[src/rtl/apb_pkg.sv]
// Shared APB definitions: completer FSM states, protection-region bit positions
// and the helpers the bridge and completer both use to map pprot onto addresses.
package apb_pkg;

    typedef enum logic [1:0] {
        ST_IDLE   = 2'd0,
        ST_ACCESS = 2'd1,
        ST_RESP   = 2'd2
    } apb_state_e;

    localparam int PROT_PRIV_BIT  = 4;
    localparam int PROT_NSEC_BIT  = 5;
    localparam int PROT_INSTR_BIT = 6;
    localparam int APB_ADDR_W     = 32;

    // Attributes a region demands, ordered like pprot: {instruction, non-secure, privileged}.
    function automatic logic [2:0] getPprot(input logic [APB_ADDR_W-1:0] addr);
        return {addr[PROT_INSTR_BIT], addr[PROT_NSEC_BIT], addr[PROT_PRIV_BIT]};
    endfunction

    function automatic logic [APB_ADDR_W-1:0] getAddrforPprot(
        input logic [2:0]            pprot,
        input logic [APB_ADDR_W-1:0] addr
    );
        logic [APB_ADDR_W-1:0] w_addr;
        w_addr                 = addr;
        w_addr[PROT_PRIV_BIT]  = pprot[0];
        w_addr[PROT_NSEC_BIT]  = pprot[1];
        w_addr[PROT_INSTR_BIT] = pprot[2];
        return w_addr;
    endfunction

endpackage

[src/rtl/apb_prot_unit.sv]
// Combinational protection check: the transfer fails when the addressed region
// demands an attribute that the latched pprot does not grant.
module apb_prot_unit
    import apb_pkg::*;
(
    input  logic [APB_ADDR_W-1:0] i_paddr,
    input  logic [2:0]            i_pprot,
    output logic                  o_prot_err
);

    logic [2:0] w_req;

    assign w_req      = getPprot(i_paddr);
    assign o_prot_err = |(w_req & ~i_pprot);

endmodule

[src/rtl/apb_completer.sv]
// APB completer: word register file with byte strobes, fixed wait states and
// pslverr on misaligned/out-of-range/protocol errors; protection check under APB_PROT_CHECK_EN.
module apb_completer
    import apb_pkg::*;
#(
    parameter int ADDR_WIDTH  = 32,
    parameter int DATA_WIDTH  = 32,
    parameter int NUM_REGS    = 32,
    parameter int WAIT_STATES = 2
) (
    input  logic                    pclk,
    input  logic                    preset,
    input  logic                    psel,
    input  logic                    penable,
    input  logic                    pwrite,
    input  logic [ADDR_WIDTH-1:0]   paddr,
    input  logic [DATA_WIDTH-1:0]   pwdata,
    input  logic [DATA_WIDTH/8-1:0] pstrb,
    input  logic [2:0]              pprot,
    output logic [DATA_WIDTH-1:0]   prdata,
    output logic                    pready,
    output logic                    pslverr,
    output apb_state_e              o_dbg_state
);

    localparam int         IDX_W     = $clog2(NUM_REGS);
    localparam int         STRB_W    = DATA_WIDTH / 8;
    localparam logic [3:0] WAIT_INIT = 4'(WAIT_STATES);

    apb_state_e            r_state;
    logic [3:0]            r_cnt;
    logic [ADDR_WIDTH-1:0] r_addr;
    logic                  r_write;
    logic [DATA_WIDTH-1:0] r_wdata;
    logic [STRB_W-1:0]     r_strb;
    logic [2:0]            r_prot;
    logic                  r_err;
    logic [DATA_WIDTH-1:0] r_prdata;
    logic                  r_pready;
    logic                  r_pslverr;
    logic [DATA_WIDTH-1:0] r_regs [NUM_REGS];

    logic                  w_setup;
    logic                  w_accept;
    logic                  w_misalign;
    logic                  w_range_err;
    logic                  w_prot_err;
    logic                  w_err;
    logic                  w_violation;
    logic [IDX_W-1:0]      w_idx;
    logic [DATA_WIDTH-1:0] w_wmerge;

    assign w_setup     = psel && !penable;
    assign w_accept    = w_setup && (r_state == ST_IDLE || r_state == ST_RESP);
    assign w_misalign  = |paddr[1:0];
    assign w_range_err = |paddr[ADDR_WIDTH-1:IDX_W+2];
    assign w_err       = r_err | w_prot_err;
    assign w_idx       = r_addr[IDX_W+1:2];

    // The access phase must hold select, enable and every latched control stable.
    assign w_violation = !psel || !penable || (paddr != r_addr) || (pwrite != r_write)
                         || (pstrb != r_strb) || (pprot != r_prot);

`ifdef APB_PROT_CHECK_EN
    apb_prot_unit u_prot (
        .i_paddr    (APB_ADDR_W'(r_addr)),
        .i_pprot    (r_prot),
        .o_prot_err (w_prot_err)
    );
`else
    assign w_prot_err = 1'b0;
`endif

    always_comb begin
        w_wmerge = r_regs[w_idx];
        for (int i = 0; i < STRB_W; i++) begin
            if (r_strb[i]) begin
                w_wmerge[8*i +: 8] = r_wdata[8*i +: 8];
            end
        end
    end

    always_ff @(posedge pclk) begin
        if (preset) begin
            r_state   <= ST_IDLE;
            r_cnt     <= '0;
            r_addr    <= '0;
            r_write   <= 1'b0;
            r_wdata   <= '0;
            r_strb    <= '0;
            r_prot    <= '0;
            r_err     <= 1'b0;
            r_prdata  <= '0;
            r_pready  <= 1'b0;
            r_pslverr <= 1'b0;
            for (int i = 0; i < NUM_REGS; i++) begin
                r_regs[i] <= '0;
            end
        end else begin
            if (w_accept) begin
                r_addr  <= paddr;
                r_write <= pwrite;
                r_wdata <= pwdata;
                r_strb  <= pstrb;
                r_prot  <= pprot;
                r_err   <= w_misalign | w_range_err;
                r_cnt   <= WAIT_INIT;
            end

            case (r_state)
                ST_IDLE: begin
                    if (w_setup) begin
                        r_state <= ST_ACCESS;
                    end
                end

                ST_ACCESS: begin
                    if (w_violation) begin
                        r_pready  <= 1'b1;
                        r_pslverr <= 1'b1;
                        r_prdata  <= '0;
                        r_state   <= ST_RESP;
                    end else if (r_cnt != 4'd0) begin
                        r_cnt <= r_cnt - 4'd1;
                    end else begin
                        if (r_write && !w_err) begin
                            r_regs[w_idx] <= w_wmerge;
                        end
                        r_pready  <= 1'b1;
                        r_pslverr <= w_err;
                        r_prdata  <= (!r_write && !w_err) ? r_regs[w_idx] : '0;
                        r_state   <= ST_RESP;
                    end
                end

                // Response is a single-cycle pulse; a new setup here skips IDLE.
                ST_RESP: begin
                    r_pready  <= 1'b0;
                    r_pslverr <= 1'b0;
                    r_prdata  <= '0;
                    r_state   <= w_setup ? ST_ACCESS : ST_IDLE;
                end

                default: r_state <= ST_IDLE;
            endcase
        end
    end

    assign prdata      = r_prdata;
    assign pready      = r_pready;
    assign pslverr     = r_pslverr;
    assign o_dbg_state = r_state;

endmodule

[config.mk]
export PLATFORM = sky130hd
export DESIGN_NAME = apb_completer
export DESIGN_NICKNAME = d
export VERILOG_FILES = /design/src/rtl/apb_pkg.sv /design/src/rtl/apb_prot_unit.sv /design/src/rtl/apb_completer.sv
export SDC_FILE = /design/constraint.sdc
export NUM_CORES = 2
export LEC_CHECK = 0
export BUFFER_PORTS_ARGS = -buffer_cell sky130_fd_sc_hd__buf_4
export CORE_MARGIN = 5
export CORE_UTILIZATION = 57
export DETAILED_ROUTE_END_ITERATION = 7
export PLACE_DENSITY = 0.86
export SETUP_SLACK_MARGIN = 0.05
export SLEW_MARGIN = 0
export SYNTH_ARGS = -nofsm -noshare
export SYNTH_HDL_FRONTEND = slang
export SYNTH_HIERARCHICAL = 1
export SYNTH_SLANG_ARGS = --single-unit
[constraint.sdc]
create_clock -name pclk -period 4.57 [get_ports pclk]
set_input_delay 0.457 -clock pclk [delete_from_list [all_inputs] [get_ports pclk]]
set_output_delay 0.457 -clock pclk [all_outputs]
set_load 0.05 [all_outputs]
==> impl_results.html <==
<table>
<tr><th>Metric</th><th>Value</th></tr>
<tr><th colspan="2">Global routing</th></tr>
<tr><td>Pin count of the biggest net entering global routing</td><td>about 130</td></tr>
<tr><td>Total global routing overflow</td><td>0</td></tr>
<tr><td>Antenna violations before repair</td><td>1</td></tr>
<tr><td>Vias in the first global route</td><td>36,024</td></tr>
<tr><td>Global-route wire length before repair</td><td>225.3 mm</td></tr>
<tr><td>Total global routing track utilization</td><td>31.94%</td></tr>
<tr><th colspan="2">Timing</th></tr>
<tr><td>Total Neg Setup Slack</td><td>0 ns</td></tr>
<tr><td>Setup Skew</td><td>0.02925 ns</td></tr>
<tr><td>Count of final hold-check violations</td><td>0</td></tr>
<tr><td>Final worst setup slack</td><td>between 0.6 and 0.7 ns</td></tr>
<tr><td>Crit share post-route</td><td>a little under nine tenths</td></tr>
<tr><td>Final critical path time including I/O delays and setup</td><td>3.933 ns</td></tr>
<tr><td>Worst-case headroom to the max-slew limit</td><td>around a fifth</td></tr>
<tr><td>Number of slew-limit violations in the final report</td><td>0</td></tr>
<tr><td>RSZ-0062 raised after global routing</td><td>no</td></tr>
<tr><td>Endpoints failing setup</td><td>0</td></tr>
<tr><td>Maximum operating frequency</td><td>254.3 MHz</td></tr>
<tr><td>Pin slew with the least headroom to its limit</td><td>about 1.2 ns</td></tr>
<tr><th colspan="2">Placed design</th></tr>
<tr><td>DP Area</td><td>53,090 um2</td></tr>
<tr><td>Number of port buffers</td><td>111</td></tr>
<tr><td>Placed insts</td><td>between 5,000 and 6,000</td></tr>
<tr><td>Placer Congestion</td><td>0.9149</td></tr>
<tr><td>Post-DP HPWL</td><td>90.01 mm</td></tr>
<tr><td>Worst-case setup slack after placement</td><td>0.7556 ns</td></tr>
<tr><th colspan="2">Clock tree</th></tr>
<tr><td>Number of buffers inserted during clock tree synthesis</td><td>105</td></tr>
<tr><td>Number of sinks driven by the clock tree</td><td>1,142</td></tr>
<tr><td>Clock latency reported for the late side of the worst-skew pair</td><td>a little under 0.7 ns</td></tr>
<tr><td>Root buffer cell</td><td>sky130_fd_sc_hd__clkbuf_16</td></tr>
<tr><td>Number of H-tree levels</td><td>3</td></tr>
<tr><td>Quantity of gates resized following cts</td><td>0</td></tr>
<tr><td>Worst-path clk slew</td><td>0.06 ns</td></tr>
<tr><td>TritonCTS clock tree</td><td>yes</td></tr>
<tr><td>Post-CTS Repair Setup Buffers</td><td>0</td></tr>
<tr><td>Max clock buf depth</td><td>3</td></tr>
<tr><th colspan="2">Layout</th></tr>
<tr><td>Layout Cells excl Fill</td><td>5,329</td></tr>
<tr><td>Area overhead of the layout relative to synthesis</td><td>12.47%</td></tr>
<tr><td>Number of nets in the finished design</td><td>4,164</td></tr>
<tr><td>Area of the multi-input gates</td><td>16,300 um2</td></tr>
<tr><td>Filler Cells Inserted</td><td>5,894</td></tr>
<tr><td>Share of layout cells above drive strength 1</td><td>12.99%</td></tr>
<tr><td>Storage cell area</td><td>33,120 um2</td></tr>
<tr><td>Share of the core filled with cells</td><td>64.79%</td></tr>
<tr><td>Final Instance Area</td><td>56,390 um2</td></tr>
<tr><th colspan="2">Setup path</th></tr>
<tr><td>Worst path most repeated cell</td><td>sky130_fd_sc_hd__nor3b_1</td></tr>
<tr><td>Arrival time of data at the critical path endpoint</td><td>4.23 ns</td></tr>
<tr><td>Kind of capture point of the worst setup path</td><td>register</td></tr>
<tr><td>Critical Path RT</td><td>4.87 ns</td></tr>
<tr><td>Largest delay share family, worst path</td><td>simple AND/OR/NAND/NOR gates</td></tr>
<tr><td>Critical path fanouts, max</td><td>32</td></tr>
<tr><td>Critical path class</td><td>register to register</td></tr>
<tr><td>Cell-by-cell listing of the critical path</td><td>inv_1 -&gt; ha_1 -&gt; nor3b_1 -&gt; nor3b_1 -&gt; nand3_1 -&gt; nor3b_4 -&gt; nand2_1 -&gt; o21ai_4 -&gt; buf_4</td></tr>
<tr><td>Longest individual stage delay on the worst path</td><td>0.63 ns</td></tr>
<tr><td>Count of buffer and inverter cells on the critical path</td><td>2</td></tr>
<tr><td>CP Launch Type</td><td>register</td></tr>
<tr><td>Crit-path slowest cell</td><td>sky130_fd_sc_hd__buf_4</td></tr>
<tr><th colspan="2">Floorplan</th></tr>
<tr><td>I/O pins</td><td>~110</td></tr>
<tr><td>Row count</td><td>108</td></tr>
<tr><td>Core area</td><td>87,020 um2</td></tr>
<tr><td>Initial core utilization</td><td>57.61%</td></tr>
<tr><td>Area enclosed by the die boundary</td><td>93,990 um2</td></tr>
<tr><td>Die Span Y</td><td>just over 300 um</td></tr>
<tr><td>X dimension of the die</td><td>306.6 um</td></tr>
<tr><th colspan="2">Synth</th></tr>
<tr><td>Total of flip-flops plus latches after synthesis</td><td>1,142</td></tr>
<tr><td>Mapped cell area</td><td>50,130 um2</td></tr>
<tr><td>Net count after synthesis</td><td>4,115</td></tr>
<tr><td>Number of cells produced by synthesis</td><td>4,038</td></tr>
<tr><td>Synthesized area divided by synthesized cell count</td><td>12.42 um2</td></tr>
<tr><td>Number of distinct standard cells referenced by the synthesized netlist</td><td>43</td></tr>
<tr><td>Cell type contributing the most total cell area after synthesis</td><td>sky130_fd_sc_hd__edfxtp_1</td></tr>
<tr><td>Sequential share of the synthesized area</td><td>roughly 66%</td></tr>
<tr><td>Post-synth top area share</td><td>61.34%</td></tr>
<tr><td>Top area cells in the synthesized netlist</td><td>sky130_fd_sc_hd__edfxtp_1 61%, sky130_fd_sc_hd__mux2i_1 11%, sky130_fd_sc_hd__nor2_1 8.0%, sky130_fd_sc_hd__dfxtp_1 4.7%, sky130_fd_sc_hd__a22oi_1 3.8%</td></tr>
<tr><td>Number of synthesis warnings</td><td>6</td></tr>
<tr><th colspan="2">Outcome</th></tr>
<tr><td>Run status</td><td>finished clean</td></tr>
<tr><th colspan="2">Drt</th></tr>
<tr><td>Drt wl/cell</td><td>28.96 um</td></tr>
<tr><td>Iteration count of the initial detailed-routing pass</td><td>8</td></tr>
<tr><td>Remaining routing DRC violations</td><td>0</td></tr>
<tr><td>Total wire length</td><td>154.3 mm</td></tr>
<tr><td>Via-per-instance ratio</td><td>6.763</td></tr>
<tr><td>Initial DRC count</td><td>5,899</td></tr>
<tr><td>Antenna-violating nets left</td><td>0</td></tr>
<tr><td>Via total after detailed routing</td><td>36,038</td></tr>
<tr><th colspan="2">Power</th></tr>
<tr><td>Total leakage power</td><td>17.21 nW</td></tr>
<tr><td>Power per standard cell area</td><td>395.3 nW/um2</td></tr>
<tr><td>Maximum resistive drop on vdd</td><td>0.0003751 V</td></tr>
<tr><th colspan="2">Hold path</th></tr>
<tr><td>Classification of the worst-slack hold path</td><td>primary input to register</td></tr>
<tr><th colspan="2">Job</th></tr>
<tr><td>Max Cap Viol</td><td>0</td></tr>
</table>
[cell usage in the layout (no fill, tap or decap), drive strengths merged, types with 29 or more instances in the layout]
cell	instances
o21ai	33
nor4	29
nor2	1066
buf	247
clkbuf	140
nand3	135
dfxtp	118
a22oi	256
a21oi	75
edfxtp	1024
o31ai	32
nand4	70
mux2i	544
nand2	253
xor2	40
clkinv	44
[power breakdown]
| group | total (W) | switching (W) | internal (W) |
|---|---|---|---|
| Combinational | 0.00173 | 0.00123 | 0.000502 |
| Sequential | 0.0120 | 0.000178 | 0.0118 |
| Clock | 0.00855 | 0.00381 | 0.00474 |
[through the flow]
stage / hold WS [ns] / total power [W]
floorplan: 0.4364 / 0.01314
global placement: 0.4433 / 0.01380
detailed placement: 0.4467 / 0.01387
CTS: 0.0008832 / 0.02219
global route: 0.009457 / 0.02277
finish: 0.01693 / 0.02229
[tightest hold or removal path, stage by stage]
cell	delay [ns]
sky130_fd_sc_hd__buf_4	0.11
sky130_fd_sc_hd__nand2_1	0.05
sky130_fd_sc_hd__a21oi_1	0.05
[flip-flops by register name, indices dropped and copies added, names as in the netlist, named ones only]
signal       count
r_err            1
r_write          1
prdata          32
pslverr          1
r_addr          32
pready           1
r_wdata         32
r_regs        1024
r_prot           3
o_dbg_state      2
r_cnt            4
r_strb           4
[kinds of logic after synthesis]
kind of cell    Yosys count  synth area share [%]
flops                  1142                 66.05
compound gates          402                 5.925
buf+inv                 315                 2.601
simple gates           1594                 13.84
xor+xnor                 40                0.6988
fa+ha+maj                 1               0.02495
mux                     544                 10.86
[worst paths after layout]
check / start / depth (start not counted) / slack (ns) / to
hold / removal: pwdata[15] / 3 / 0.02 / r_wdata[15]
hold reg to reg: r_wdata[20] / 2 / 0.46 / r_wdata[20]
setup / recovery: r_cnt[0] / 9 / 0.64 / r_regs[1][24]
setup reg to reg: r_cnt[0] / 9 / 0.64 / r_regs[1][24]
[timing repair]
item,in CTS,in global routing
hold buffers,4,0
hold endpoints to repair,4,0
setup endpoints to repair,0,0
[layer usage]
| layer | global-route usage [%] | share of wire [%] | vias up |
|---|---|---|---|
| met3 | 8.534 | 15 | 777 |
| li1 | - | - | 14766 |
| met2 | 50.56 | 46 | 3306 |
| met4 | 18.21 | 7.1 | 2 |
| met1 | 40.25 | 32 | 17187 |
| met5 | 0 | 0.0045 | - |
[final cells by class]
class	instances	share of cell area, %
Sequential cell	1142	58.73
Multi-Input combinational cell	2581	28.90
Clock inverter	53	0.8144
Timing Repair Buffer	251	3.981
Tap cell	1155	2.563
Clock buffer	140	4.962
Inverter	6	0.04216
Antenna cell	1	0.004438
[cells in the mapped netlist (all sizes together)]
cell and instances:
a21boi 1, a21oi 75, a22oi 256, a311oi 1
and3 1, and4 1, and4b 4, buf 85
clkbuf 224, dfxtp 118, edfxtp 1024, ha 1
inv 6, mux2i 544, nand2 253, nand2b 2
nand3 135, nand3b 3, nand4 70, nand4b 1
nor2 1066, nor2b 3, nor3 8, nor3b 4
nor4 29, nor4b 4, nor4bb 6, o211a 1
o21a 1, o21ai 33, o311ai 2, o31ai 32
or3 1, or3b 1, or4b 2, xor2 40
Power figures use the tool's default switching activity.
